--- src/rtl/set_bit_scanner8.sv ---
// ---------------------------------------------------------------------------
// set_bit_scanner8
//
// Sequential companion to the 8-way OR reduction. A vector is captured on an
// input handshake. The block reports whether any bit was set, then emits the
// index of each set bit, lowest first, with one index per output handshake.
// Consumers use it to find which request/flag line raised the "any"
// indication.
//
// Ports:
//   clk        in   rising-edge clock
//   reset      in   synchronous, active-high reset
//   in         in   [7:0] vector to scan, sampled on in_valid && in_ready
//   in_valid   in   producer offers `in`
//   in_ready   out  block can accept a vector (IDLE and reset low)
//   any        out  registered OR of the last captured vector
//   idx_out    out  [2:0] index of the lowest pending set bit
//   out_valid  out  idx_out is valid (high throughout SCAN)
//   out_ready  in   consumer accepts idx_out
//   last       out  idx_out is the final pending bit
//   done       out  one-cycle pulse when a scan completes, including empty
//   busy       out  high while scanning
// ---------------------------------------------------------------------------
module set_bit_scanner8 #(
    parameter int WIDTH = 8,
    parameter int IDX_W = 3
) (
    input  logic             clk,
    input  logic             reset,
    input  logic [WIDTH-1:0] in,
    input  logic             in_valid,
    output logic             in_ready,
    output logic             any,
    output logic [IDX_W-1:0] idx_out,
    output logic             out_valid,
    input  logic             out_ready,
    output logic             last,
    output logic             done,
    output logic             busy
);

    typedef enum logic {
        IDLE = 1'b0,
        SCAN = 1'b1
    } state_t;

    state_t             state_q, state_d;
    logic [WIDTH-1:0]   mask_q, mask_d;
    logic               any_q, any_d;
    logic               done_q, done_d;

    logic [IDX_W-1:0]   lowIdx;
    logic               oneLeft;

    // Priority encoder toward bit 0. The loop runs from the top down so that
    // the lowest set bit is the one assigned last.
    always_comb begin
        lowIdx = '0;
        for (int i = WIDTH - 1; i >= 0; i--) begin
            if (mask_q[i]) begin
                lowIdx = i[IDX_W-1:0];
            end
        end
    end

    // Exactly one bit is pending when clearing the lowest set bit leaves
    // nothing behind.
    assign oneLeft = (mask_q != '0) && ((mask_q & (mask_q - 1'b1)) == '0);

    // The outputs depend only on registered state and mask, so out_ready has
    // no combinational path to out_valid or idx_out. in_ready is the only
    // output that looks at reset, so a producer cannot hand off a vector
    // while reset is held.
    assign in_ready  = (state_q == IDLE) && !reset;
    assign busy      = (state_q == SCAN);
    assign out_valid = (state_q == SCAN);
    assign idx_out   = (state_q == SCAN) ? lowIdx : '0;
    assign last      = (state_q == SCAN) && oneLeft;
    assign any       = any_q;
    assign done      = done_q;

    // Next-state logic. IDLE captures a vector and jumps to SCAN when it is
    // non-empty. An empty vector completes immediately with a done pulse.
    // SCAN retires one bit per handshake and returns to IDLE on the final
    // one.
    always_comb begin
        state_d = state_q;
        mask_d  = mask_q;
        any_d   = any_q;
        done_d  = 1'b0;
        unique case (state_q)
            IDLE: begin
                if (in_valid) begin
                    mask_d = in;
                    any_d  = |in;
                    if (in != '0) begin
                        state_d = SCAN;
                    end else begin
                        done_d = 1'b1;
                    end
                end
            end
            SCAN: begin
                if (out_ready) begin
                    mask_d[lowIdx] = 1'b0;
                    if (oneLeft) begin
                        state_d = IDLE;
                        done_d  = 1'b1;
                    end
                end
            end
            default: begin
                state_d = IDLE;
            end
        endcase
    end

    // State registers. Reset wins over everything, including a scan in
    // progress. The pending mask is dropped and no done pulse is produced.
    always_ff @(posedge clk) begin
        if (reset) begin
            state_q <= IDLE;
            mask_q  <= '0;
            any_q   <= 1'b0;
            done_q  <= 1'b0;
        end else begin
            state_q <= state_d;
            mask_q  <= mask_d;
            any_q   <= any_d;
            done_q  <= done_d;
        end
    end

endmodule

--- config.mk ---
export PLATFORM = sky130hd
export DESIGN_NAME = set_bit_scanner8
export DESIGN_NICKNAME = d
export VERILOG_FILES = /design/src/rtl/set_bit_scanner8.sv
export SDC_FILE = /design/constraint.sdc
export NUM_CORES = 1
export LEC_CHECK = 0
export BUFFER_PORTS_ARGS = -buffer_cell sky130_fd_sc_hd__buf_2
export CORE_MARGIN = 10
export CORE_UTILIZATION = 30
export DETAILED_ROUTE_END_ITERATION = 10
export GPL_TIMING_DRIVEN = 0
export SETUP_SLACK_MARGIN = 0.1
export SLEW_MARGIN = 15
export SYNTH_ARGS = -nofsm -noshare
export SYNTH_HDL_FRONTEND = slang
export SYNTH_SLANG_ARGS = --single-unit
--- constraint.sdc ---
create_clock -name clk -period 1.85 [get_ports clk]
set_input_delay 0 -clock clk [delete_from_list [all_inputs] [get_ports clk]]
set_output_delay 0 -clock clk [all_outputs]
set_load 0.05 [all_outputs]
==> results of run 1 <==
## synthesized netlist by cell type, types with 2 or more instances
master / number
sky130_fd_sc_hd__a211oi_1: 2
sky130_fd_sc_hd__a21oi_1: 13
sky130_fd_sc_hd__clkbuf_1: 6
sky130_fd_sc_hd__dfxtp_1: 11
sky130_fd_sc_hd__inv_1: 4
sky130_fd_sc_hd__nand2_1: 11
sky130_fd_sc_hd__nand2b_1: 3
sky130_fd_sc_hd__nand3_1: 2
sky130_fd_sc_hd__nor2_1: 8
sky130_fd_sc_hd__nor3_1: 3
sky130_fd_sc_hd__nor4_1: 3
sky130_fd_sc_hd__o21a_1: 2
sky130_fd_sc_hd__o21ai_0: 5
sky130_fd_sc_hd__o311ai_0: 2
sky130_fd_sc_hd__or3_1: 2
## power by group through the flow
stage,combinational [mW],clock [mW],sequential [mW]
2_1_floorplan,0.179,0,0.286
3_3_place_gp,0.250,0,0.272
3_5_place_dp,0.252,0,0.272
4_1_cts,0.296,0.178,0.269
5_1_grt,0.339,0.190,0.274
6_report,0.312,0.175,0.272
## sequential cells by signal, summed over array words and instances (netlist names)
register  flops
busy          1
mask_q        8
done          1
any           1
## timing repair
item / CTS / global route
pin swaps: 3 / 5
hold endpoints to repair: 8 / 0
gates resized for setup: 9 / 12
setup endpoints to repair: 4 / 8
setup buffers: 5 / 2
hold buffers: 8 / 0
## layer usage
| metal | track usage (%) | up-vias | share of wire, % |
|---|---|---|---|
| met5 | 0 | - | 0 |
| met1 | 11.2 | 396 | 41 |
| li1 | - | 421 | - |
| met2 | 15.0 | 27 | 48 |
| met4 | 4.52 | 0 | 2.8 |
| met3 | 5.38 | 7 | 7.5 |
## cell type report
class	count	area, um2
multi-input cells	72	490
well taps	28	35.0
plain buffers	8	51.3
inverters	4	15.0
repair buffers	35	244
flip-flops and latches	11	229
clock buffers	4	26.3
fillers	218	1140
## stage by stage
step           utilization, %  cell area, um2  setup TNS [ps]  worst slack [ps]
2_1_floorplan               -             729           -35.7             -35.7
3_3_place_gp             38.7             865           -97.5             -90.4
3_5_place_dp             38.7             865            -163              -127
4_1_cts                  46.4            1040           -64.2             -56.2
5_1_grt                  48.9            1090            -289              -102
6_report                 48.9            1090           -72.5             -52.9
## worst min-delay path: stages
cell                      delay, ps
sky130_fd_sc_hd__buf_2          110
sky130_fd_sc_hd__or3_1          110
sky130_fd_sc_hd__o31ai_1         70
## cells by family (layout without fill, tap and decap cells)
kind of cell    count (synthesis)  after routing  share of synthesized area, %
simple gates                   38             38                          27.2
compound gates                 31             31                          29.0
buf+inv                        13             51                          8.70
flops                          11             11                          31.3
xor+xnor                        2              2                          2.49
mux                             1              1                          1.42
## final timing paths
check	slack [ps]	endpoint	cells past startpoint
hold / removal	50	done$_SDFF_PP0_	3
setup reg to reg	-50	mask_q[7]$_SDFFE_PP0P_	5
hold reg to reg	460	any$_SDFFE_PP0P_	2
setup / recovery	-50	mask_q[7]$_SDFFE_PP0P_	5
==> results.ini, run 1 <==
[run_status]
outcome=finished with violations
violations_in_the_final_reports=setup timing

[clock_network]
clock_tree.htree_level_count=1
root_buffer=sky130_fd_sc_hd__clkbuf_4
cts_tree=built
cts_buf_count=3
clockBufferDepth=2
clk-insertion-delay-late_ps=280
cts_num_sinks=11
worst_setup_hold_path_clk_slew_ps=80

[critical_path]
cp-start-kind=flip-flop
cp_slowest_cell=sky130_fd_sc_hd__or4_4
crit-reg2reg-launch=mask_q[2]$_SDFFE_PP0P_
crit_path_start=mask_q[2]$_SDFFE_PP0P_
crit_path_max_fanout=6
timing.critical_path.cells=or4_4, buf_6, or4_4, o311ai_4, a21oi_2
setup.worst_path.class=flip-flop to flip-flop
max_stage_delay_ps=530
critical-path-top-delay-family=simple AND/OR/NAND/NOR gates
timing.critical_path.buf_inv=1
critPathMostFrequentCell=sky130_fd_sc_hd__or4_4
worst-endpoint-arrival_ps=2060
kind_of_end_point_of_the_critical_path=flip-flop
worst-endpoint-required_ps=2000

[global_routing]
grt_use_total_pct=9.90
largest_net_degree_at_the_start_of_global_routing=11
vias_in_the_first_global_route=835
grt_overflow=0
grt_pass1_wl_mm=3.67
grt_antenna_before_repair=0

[synthesis]
netlist_top_cells_area=sky130_fd_sc_hd__dfxtp_1, sky130_fd_sc_hd__a21oi_1, sky130_fd_sc_hd__nand2_1
yosysSeqAreaShare_pct=31.3
synthArstFlopShare_pct=0
ys.flop_type=sky130_fd_sc_hd__dfxtp_1
yosysTopAreaCell=sky130_fd_sc_hd__dfxtp_1
synth_largest_type_area_fraction_pct=31.3
postSynthRegisterBits=11
synthesis.area_per_instance_um2=7.34
yosysWarningCount=0
syn_nets=108
yosys.cell_types.count=34
netlist_instances=96
number_of_enable_type_register_cells_in_the_synthesized_netlist=0
synthesis.area_um2=704

[placed_design]
place_hpwl_mm=1.58
routabilityCongestion=0.818
numPortBuffers=20
numPlacedInstances=144

[final_layout]
layout_common_cells=sky130_fd_sc_hd__buf_2, sky130_fd_sc_hd__nand2_1, sky130_fd_sc_hd__a21oi_1
areaGrowthSynthToFinish_pct=54.9
post_layout_nets=147
antenna_cells_inserted=0
instances_no_fill=162
most_frequent_standard_cell_in_the_layout_excluding_fill_and_tap_cells=sky130_fd_sc_hd__buf_2
fraction_of_layout_instances_using_a_drive_strength_above_1_pct=35.8

[pwr]
comb_power_share_pct=41.1
part_of_the_power_in_registers_pct=35.8
netSwitchingFraction_pct=38.2
power.density_cell_area_nw_per_um2=695
irDropWorstVdd_uv=452
cellLeakagePower_nw=0.451
share_clk_of_total_power_pct=23.1
finalPower_mw=0.759
p_sw_mw=0.289
power_report.internal_total_mw=0.469

[routing]
totalWireLength_mm=2.23
vias_per_cell=5.25
routed-via-count=851
number_of_remaining_drc_errors=0
initialDrtViolationCount=49
ant_nets=0
drtPass1Iterations=4
post_drt_wl_per_cell_um=13.8

[sta]
final-max-slew-violation-count=0
timing.max_slew.rel_slack_pct=67.9
finalWorstPathRequiredPeriod_ps=1900
timing.final.setup_violations=2
worst_slew_pin_slew_ps=481
final_critical_path_setup_slack_ps=-52.9
rsz0062_at_grt=yes
max_freq_mhz=526
holdWs_ps=53.4
timing.final.hold_violations=0
clock-skew-final_ps=2.37
post_route_fraction_of_the_period_consumed_by_the_critical_path_pct=103

[floorplan]
core.rowCount=17
floorplan.die.height_um=68.5
fp.dieArea_um2=4690
die_width_um=68.5
core-area_um2=2230
initial_core_util_pct=31.5
ioPinCount=21

[job]
cap_violations=0

[hold_path]
hold_path.class=input port to flip-flop
hp-start=reset

No activity file was read; power rests on OpenSTA's default activity.
==> run 2, diff against run 1 <==
CAP_MARGIN = 20   (was unset)
CORE_UTILIZATION = 37   (was 30)
PLACE_DENSITY = 0.74   (was unset)
==> run 2 against run 1 <==
  * Sequential share of layout area up 0.51 points
  * First-iteration DRC count down 45%
  * Clock-buffer cell count unchanged
  * Maximum frequency down 1.6%
  * Non-clock buffer count down 5
  * Via count down 0.47%
  * Core utilization up 9.9 points
  * Total power down 2.2%
  * Critical path depth up 1
  * The flow still finishes with violations (setup timing)
  * Highest routed layer unchanged
  * Design area down 5.0%
  * Register-to-register slack worse by 30 ps
==> results.ini, run 2 (synthesized netlist as in run 1, its figures left out) <==
[run_status]
outcome=finished with violations
violations_in_the_final_reports=setup timing

[routing]
post_drt_wl_per_cell_um=15.0  ; +8.6%
totalWireLength_mm=2.30  ; +3.2%
drtPass1Iterations=4  ; unchanged
initialDrtViolationCount=27  ; -45%
routed-via-count=847  ; -0.47%
ant_nets=0  ; unchanged
number_of_remaining_drc_errors=0  ; unchanged
vias_per_cell=5.50  ; +4.7%

[job]
cap_violations=0  ; unchanged

[global_routing]
grt_busiest_layer=met2
grt_use_total_pct=11.4  ; +1.5 points
grt_antenna_before_repair=0  ; unchanged
grt_pass1_wl_mm=3.80  ; +3.4%
met1_usage_pct=12.5  ; +1.3 points
vias_in_the_first_global_route=799  ; -4.3%
grt_overflow=0  ; unchanged
global_route.usage.met3_pct=5.12  ; -0.26 points
largest_net_degree_at_the_start_of_global_routing=11  ; unchanged
use_met2_pct=19.3  ; +4.4 points

[critical_path]
reg2reg_depth=6  ; +1
kind_of_end_point_of_the_critical_path=flip-flop
critical-path-top-delay-family=simple AND/OR/NAND/NOR gates
worst-endpoint-required_ps=2000  ; about the same
setup.worst_path.class=flip-flop to flip-flop
crit_path_max_fanout=9  ; +3
path_depth=6  ; +1
cp-start-kind=flip-flop
worst-endpoint-arrival_ps=2080  ; +20 ps
timing.critical_path.buf_inv=2  ; +1
timing.critical_path.cells=buf_6, or4_4, buf_6, or4_4, o311ai_4, a21oi_1
max_stage_delay_ps=470  ; -60 ps
cp_slowest_cell=sky130_fd_sc_hd__or4_4

[placed_design]
routabilityCongestion=0.854  ; +4.4%
place_hpwl_mm=1.49  ; -6.0%
numPortBuffers=20  ; unchanged
placed_area_um2=861  ; -0.43%

[pwr]
irDropWorstVdd_uv=563  ; +25%
cellLeakagePower_nw=0.421  ; -6.7%
power.density_cell_area_nw_per_um2=716  ; +3.0%

[final_layout]
register_area_um2=223  ; -2.7%
layout_common_cells=sky130_fd_sc_hd__buf_2, sky130_fd_sc_hd__a21oi_1, sky130_fd_sc_hd__nand2_1
max_reg_flops=8  ; unchanged
multi_input_area_um2=470  ; -4.1%
finalInstanceArea_um2=1040  ; -5.0%
most_frequent_standard_cell_in_the_layout_excluding_fill_and_tap_cells=sky130_fd_sc_hd__buf_2
fraction_of_layout_instances_using_a_drive_strength_above_1_pct=31.0  ; -4.8 points
post_layout_nets=142  ; -3.4%
regMostFlops=mask_q
fill_cells=180  ; -17%
antenna_cells_inserted=0  ; unchanged
post-route-util_pct=58.7  ; +9.9 points
areaGrowthSynthToFinish_pct=47.1

[floorplan]
die_width_um=63.6  ; -7.0%
initial_core_util_pct=39.9  ; +8.4 points
floorplan.die.height_um=63.6  ; -7.0%
fp.dieArea_um2=4050  ; -14%
core.rowCount=15  ; -2
ioPinCount=21  ; unchanged
core-area_um2=1760  ; -21%

[sta]
post_route_fraction_of_the_period_consumed_by_the_critical_path_pct=105  ; +1.6 points
finalWorstPathRequiredPeriod_ps=1930  ; +30.5 ps
timing.max_slew.rel_slack_pct=70.4  ; +2.5 points
worst_slew_pin_slew_ps=444  ; -37.6 ps
max_freq_mhz=517  ; -1.6%
clock-skew-final_ps=1.39  ; -0.982 ps
rsz0062_at_grt=yes
holdWs_ps=90.1  ; +36.7 ps
timing.final.setup_violations=2  ; unchanged
final.setup.tns_ps=-126  ; -53.0 ps
final_critical_path_setup_slack_ps=-83.4  ; -30.5 ps
final-max-slew-violation-count=0  ; unchanged
timing.final.hold_violations=0  ; unchanged

[clock_network]
cts_num_sinks=11  ; unchanged
worst_setup_hold_path_clk_slew_ps=70  ; about the same
cts_buf_count=3  ; unchanged
clk-insertion-delay-late_ps=270  ; about the same
clock_tree.htree_level_count=1  ; unchanged
root_buffer=sky130_fd_sc_hd__clkbuf_4
cts_tree=built
clockBufferDepth=2  ; unchanged

[hold_path]
worstHoldPathCells=3  ; unchanged
hold_path.class=input port to flip-flop

## run 2: cell count changes in the layout (fill, tap and decap cells not counted), sizes merged
cell	previous run	this run
buf	29	26
clkbuf	10	8
## run 2: area by class of cell
| cell class | instances | area share, % |
|---|---|---|
| Sequential cell | 11 | 21.5 |
| Clock buffer | 4 | 2.54 |
| Tap cell | 25 | 3.02 |
| Multi-Input combinational cell | 72 | 45.4 |
| Timing Repair Buffer | 30 | 20.3 |
| Buffer | 8 | 5.80 |
| Inverter | 4 | 1.45 |
## run 2: final timing paths
path	from	to	slack, ps
setup / recovery	mask_q[0]$_SDFFE_PP0P_	mask_q[7]$_SDFFE_PP0P_	-80
hold / removal	in_valid	busy$_SDFF_PP0_	90
setup reg to reg	mask_q[0]$_SDFFE_PP0P_	mask_q[7]$_SDFFE_PP0P_	-80
hold reg to reg	any$_SDFFE_PP0P_	any$_SDFFE_PP0P_	450
## run 2: stage by stage
stage / total power [mW] / worst slack (ps) / instances
after floorplan: 0.465 / -35.7 / 96
after global routing: 0.792 / -127 / 154
final: 0.742 / -83.4 / 154
after CTS: 0.731 / -62.1 / 155
after detailed placement: 0.523 / -111 / 141
after global placement: 0.519 / -88.0 / 141
## run 2: worst min-delay path: stages
cell and delay, ps:
sky130_fd_sc_hd__buf_2 120, sky130_fd_sc_hd__a21oi_1 130, sky130_fd_sc_hd__a311oi_1 60
## run 2: report_power, final
group          switching [mW]  internal, mW  leakage (nW)
Combinational           0.175         0.125         0.314
Clock                  0.0863        0.0836        0.0150
Sequential             0.0194         0.253        0.0912
## run 2: routing by layer
| layer | up-vias | part of all wire [%] |
|---|---|---|
| met4 | 0 | 1.3 |
| met1 | 397 | 41 |
| met5 | - | 0 |
| met3 | 4 | 7.1 |
| met2 | 35 | 51 |
| li1 | 411 | - |
## run 2: what timing repair did
action                                  CTS  global route
endpoints found under the setup margin    4             7
hold buffers                              8             0
buffers inserted                          2             0
gates resized for setup                  11            12
endpoints found under the hold margin     8             0
pin swaps                                 5             6
